### src/rtl/tdm_mux4.sv
// 4-to-1 time-division multiplexer: round-robin arbitration of four valid/ready
// channels into one registered, channel-tagged output word. Define
// TDM_MUX_PARITY_EN to add the registered out_par port.
module tdm_mux4 #(
   parameter int WIDTH = 8
) (
   input  logic             clk,
   input  logic             rst,
   input  logic             en,
   input  logic [WIDTH-1:0] in0,
   input  logic [WIDTH-1:0] in1,
   input  logic [WIDTH-1:0] in2,
   input  logic [WIDTH-1:0] in3,
   input  logic [3:0]       v,
   output logic [3:0]       rdy,
   output logic [WIDTH-1:0] out_data,
   output logic [1:0]       out_sel,
   output logic             out_valid,
   input  logic             out_ready
`ifdef TDM_MUX_PARITY_EN
   ,
   output logic             out_par
`endif
);

   typedef enum logic [0:0] {
      EMPTY = 1'b0,
      FULL  = 1'b1
   } state_t;

   state_t           state_r;
   state_t           state_nx_s;
   logic [1:0]       ptr_r;
   logic [1:0]       ptr_nx_s;
   logic [WIDTH-1:0] data_r;
   logic [1:0]       sel_r;
   logic             load_s;
   logic             space_s;
   logic             grant_s;
   logic [3:0]       v_rot_s;
   logic [1:0]       offset_s;
   logic [1:0]       winner_s;
   logic [WIDTH-1:0] win_data_s;

   function automatic logic word_parity(input logic [1:0] sel, input logic [WIDTH-1:0] data);
      return ^{sel, data};
   endfunction

   // The slot is free when empty or when the held word leaves this cycle.
   assign space_s = (state_r == EMPTY) | out_ready;
   assign grant_s = ~rst & en & space_s & (|v);

   // Rotate valids so that bit 0 is the channel the pointer names.
   always_comb begin
      v_rot_s = v;
      case (ptr_r)
         2'd0:    v_rot_s = v;
         2'd1:    v_rot_s = {v[0], v[3:1]};
         2'd2:    v_rot_s = {v[1:0], v[3:2]};
         2'd3:    v_rot_s = {v[2:0], v[3]};
         default: v_rot_s = v;
      endcase
   end

   // Priority-encode the rotated valids; winner wraps modulo 4.
   always_comb begin
      offset_s = 2'd3;
      if (v_rot_s[0]) begin
         offset_s = 2'd0;
      end else if (v_rot_s[1]) begin
         offset_s = 2'd1;
      end else if (v_rot_s[2]) begin
         offset_s = 2'd2;
      end else begin
         offset_s = 2'd3;
      end
      winner_s = ptr_r + offset_s;
   end

   // Ready decode and winning data select; rdy never looks at data.
   always_comb begin
      rdy        = 4'b0000;
      win_data_s = in0;
      case (winner_s)
         2'd0:    win_data_s = in0;
         2'd1:    win_data_s = in1;
         2'd2:    win_data_s = in2;
         2'd3:    win_data_s = in3;
         default: win_data_s = in0;
      endcase
      if (grant_s) begin
         rdy[winner_s] = 1'b1;
      end else begin
         rdy = 4'b0000;
      end
   end

   // Next state: a grant always loads; otherwise a drained word empties the slot.
   always_comb begin
      state_nx_s = state_r;
      load_s     = 1'b0;
      case (state_r)
         EMPTY: begin
            if (grant_s) begin
               state_nx_s = FULL;
               load_s     = 1'b1;
            end else begin
               state_nx_s = EMPTY;
            end
         end
         FULL: begin
            if (grant_s) begin
               state_nx_s = FULL;
               load_s     = 1'b1;
            end else if (out_ready) begin
               state_nx_s = EMPTY;
            end else begin
               state_nx_s = FULL;
            end
         end
         default: begin
            state_nx_s = EMPTY;
            load_s     = 1'b0;
         end
      endcase
   end

   // Pointer moves past the winner only when a grant happens.
   always_comb begin
      if (grant_s) begin
         ptr_nx_s = winner_s + 2'd1;
      end else begin
         ptr_nx_s = ptr_r;
      end
   end

   // State and round-robin pointer registers.
   always_ff @(posedge clk or posedge rst) begin
      if (rst) begin
         state_r <= EMPTY;
         ptr_r   <= 2'd0;
      end else begin
         state_r <= state_nx_s;
         ptr_r   <= ptr_nx_s;
      end
   end

   // Output word register; holds its contents when nothing is loaded.
   always_ff @(posedge clk or posedge rst) begin
      if (rst) begin
         data_r <= {WIDTH{1'b0}};
         sel_r  <= 2'd0;
      end else if (load_s) begin
         data_r <= win_data_s;
         sel_r  <= winner_s;
      end else begin
         data_r <= data_r;
         sel_r  <= sel_r;
      end
   end

`ifdef TDM_MUX_PARITY_EN
   logic par_r;

   // Parity covers the tag and the word, loaded alongside them.
   always_ff @(posedge clk or posedge rst) begin
      if (rst) begin
         par_r <= 1'b0;
      end else if (load_s) begin
         par_r <= word_parity(winner_s, win_data_s);
      end else begin
         par_r <= par_r;
      end
   end

   assign out_par = par_r;
`endif

   assign out_data  = data_r;
   assign out_sel   = sel_r;
   assign out_valid = (state_r == FULL);

endmodule

### config.mk
export PLATFORM = sky130hd
export DESIGN_NAME = tdm_mux4
export DESIGN_NICKNAME = d
export VERILOG_FILES = /design/src/rtl/tdm_mux4.sv
export SDC_FILE = /design/constraint.sdc
export NUM_CORES = 1
export LEC_CHECK = 0
export ABC_CLOCK_PERIOD_IN_PS = 4350
export CAP_MARGIN = 40
export CORE_MARGIN = 2
export CORE_UTILIZATION = 40
export DETAILED_ROUTE_END_ITERATION = 7
export PLACE_DENSITY = 0.95
export SLEW_MARGIN = 10
export SYNTH_ARGS = -nofsm -noshare
export SYNTH_HDL_FRONTEND = slang
export SYNTH_SLANG_ARGS = --single-unit
export TNS_END_PERCENT = 20
### constraint.sdc
create_clock -name clk -period 4.35 [get_ports clk]
set_input_delay 0.435 -clock clk [delete_from_list [all_inputs] [get_ports clk]]
set_output_delay 0.435 -clock clk [all_outputs]
set_load 0.05 [all_outputs]
==> results_dict.tcl <==
set metrics [dict create \
    place_area_sq_um 1480 \
    slew_headroom 0.639 \
    multi_input_area_sq_um 563 \
    hold_path.class "flip-flop to flip-flop" \
    slew_violations 0 \
    portBuffers 54 \
    max_freq_mhz 252 \
    ys_seq_area_frac 0.351 \
    layout-drive-gt1-share 0.0755 \
    path_cells "clkdlybuf4s50_1 > inv_1 > nand3_1 > o31ai_1 > nand2_1 > o211ai_1 > ha_1 > xnor2_2 > xor2_4 > inv_2 > ha_1 > and2_1 > clkdlybuf4s50_1" \
    reg2reg_setup_slack_ns 1.44 \
    antennaDiodeCount 0 \
    wl_met2_um 1480 \
    grt_max_degree 18 \
    path_buf_inv 4 \
    initial_utilization 0.419 \
    met1Wirelength_um 1090 \
    via_per_inst 5.47 \
    rows 17 \
    cellLeakagePower_nw 0.621 \
    grt_overflow 0 \
    finalSetupViolCount 0 \
    synth_fp_nets 148 \
    crit_cells 13 \
    synth_cells 105 \
    wl_met3_um 158 \
    dieArea_sq_um 2720 \
    grtUsageTotal 0.213 \
    syn_to_final_growth_pct 63.7 \
    max-vdd-ir-drop_mv 0.636 \
    fin_crit_sh 0.913 \
    synth_area_sq_um 927 \
    critPathArrivalTime_ns 3.54 \
    cts_tree "done" \
    clk_latency_ns 0.27 \
    path_delay_family "buffers and inverters" \
    final_core_util 0.686 \
    grt_pass1_vias 1005 \
    ff2ff_path_depth 11 \
    netSwitchingPower_mw 0.709 \
    r2r-end "out_data[2]" \
    register_area_sq_um 325 \
    worstSetupPathType "input port to output pin" \
    root_buffer "clkbuf_4" \
    die_x_um 52.1 \
    dr.pass1.iters 4 \
    cp.required_ns 3.91 \
    place.gp.congestion 0.773 \
    ys_ff_latch 13 \
    clock_skew_ns 0.00688 \
    clock_path_buffers 2 \
    antenna_found_initial 0 \
    final_common_cell "clkdlybuf4s50_1" \
    nets 203 \
    ant_nets 0 \
    chipHeight_um 52.1 \
    fillers 187 \
    drc 0 \
    cp_max_fo 10 \
    synth_cell_types 29 \
    p_sw_frac 0.530 \
    vias 1022 \
    power.density_nw_per_um2 882 \
    cp-endpoint "rdy[1]" \
    core_area_sq_um 2210 \
    tns_ns 0 \
    ios 55 \
    ys.flop_type "dfrtp_1" \
    drt_iter0_drc 21 \
    grt_pass1_wl_um 4300 \
    hold_viol 0 \
    dp_hpwl_um 2310 \
    pwr-share-comb 0.779 \
    htree_levels 1 \
    cts_setup_buffers 0 \
    synth_top_area_frac 0.351 \
    max_stage_delay_ns 0.80 \
    top_layer "met4" \
    clock_sinks 13 \
    p_clk_frac 0.055 \
    totalWireLength_um 2770 \
    final_cell_mix "clkdlybuf4s50_1, nand2_1, o21ai_0, dfrtp_1" \
    status "completed" \
    clk_pin_slew_ns 0.07 \
    wl_per_cell_um 14.8 \
    cp-startpoint "v[3]" \
    cp_slowest_cell "clkdlybuf4s50_1" \
    synthTopCellsByArea "dfrtp_1, a22o_1, a311oi_1, o21ai_0, nand2_1" \
    p_int_mw 0.629 \
    synth_edf_count 0 \
    async_flop_share 1.00 \
    yosysTopAreaCell "dfrtp_1" \
    r2r-start "ptr_r[0]" \
    synth_warnings 0 \
    rsz0062_at_grt "false" \
    tightest_slew_ns 0.541 \
    postSynthAreaPerCell_sq_um 8.83 \
    cap_violations 0 \
    start_kind "input port" \
    finalCriticalPeriod_ns 3.97 \
    fin_area_sq_um 1520 \
    cts_buffers 3 \
    hold_start "out_sel[0]" \
    pwr-share-seq 0.166 \
    crit_path_end_kind "output pin" \
]
worst min-delay path, stage by stage (launching register included):
cell and delay [ns]:
dfrtp_1 0.35, nand2_1 0.05, o21ai_0 0.06
cell families after synthesis:
kind of cell             Yosys count  synth area share
XOR/XNOR                           2            0.0391
AO/OA/AOI/OAI                     42             0.321
AND/OR/NAND/NOR                   31             0.150
multiplexers                       4            0.0486
adder cells (fa/ha/maj)            3            0.0405
buffers and inverters             10            0.0499
flip-flops                        13             0.351
Yosys cell counts (2+ instances only):
master,instances
a21oi_1,2
a311oi_1,8
o21ai_1,8
dfrtp_1,13
nand2_1,15
buf_1,2
and2_1,2
ha_1,3
nor2_1,8
o21ai_0,13
clkbuf_1,2
a22o_1,8
inv_1,3
mux2i_1,3
flip-flops by register name (all words and copies together), names as in the netlist:
register	flops
out_sel	2
out_data	8
out_valid	1
ptr_r	2
layer usage:
| layer | up-vias | global-route usage |
|---|---|---|
| li1 | 496 | - |
| met1 | 479 | 0.252 |
| met2 | 43 | 0.378 |
| met3 | 4 | 0.0230 |
| met4 | 0 | 0.111 |
| met5 | - | 0 |
stage by stage:
stage / instances / hold WS, ns / worst slack [ns] / power, mW
after detailed placement: 183 / 0.475 / 0.249 / 1.25
after floorplan: 105 / 0.326 / 1.12 / 0.960
after global placement: 183 / 0.465 / 0.381 / 1.21
after global routing: 187 / 0.532 / 0.125 / 1.43
after CTS: 187 / 0.492 / 0.232 / 1.33
final: 187 / 0.488 / 0.377 / 1.34
power by group through the flow:
stage / combinational [mW] / clock (mW) / sequential, mW
floorplan: 0.602 / 0 / 0.357
global placement: 0.992 / 0 / 0.219
detailed placement: 1.03 / 0 / 0.222
CTS: 1.03 / 0.0749 / 0.220
global route: 1.13 / 0.0792 / 0.227
finish: 1.04 / 0.0742 / 0.222
cell type report:
type | instances | area share
Timing Repair Buffer | 56 | 0.364
Sequential cell | 13 | 0.214
Inverter | 4 | 0.00989
Tap cell | 28 | 0.0231
Multi-Input combinational cell | 82 | 0.371
Clock buffer | 4 | 0.0173
worst min-delay path by stage:
stage,cells after the start,end,slack (ns)
6_report,2,out_sel[0],0.49
5_1_grt,2,out_data[3],0.53
4_1_cts,2,out_sel[0],0.49
3_5_place_dp,2,out_sel[0],0.47
3_3_place_gp,2,out_sel[0],0.47
2_1_floorplan,1,out_data[0],0.33
repair_timing:
item	in CTS	in global routing
hold buffers	0	0
endpoints found under the setup margin	0	1
gates resized for setup	0	1
No activity file was read; power rests on OpenSTA's default activity.
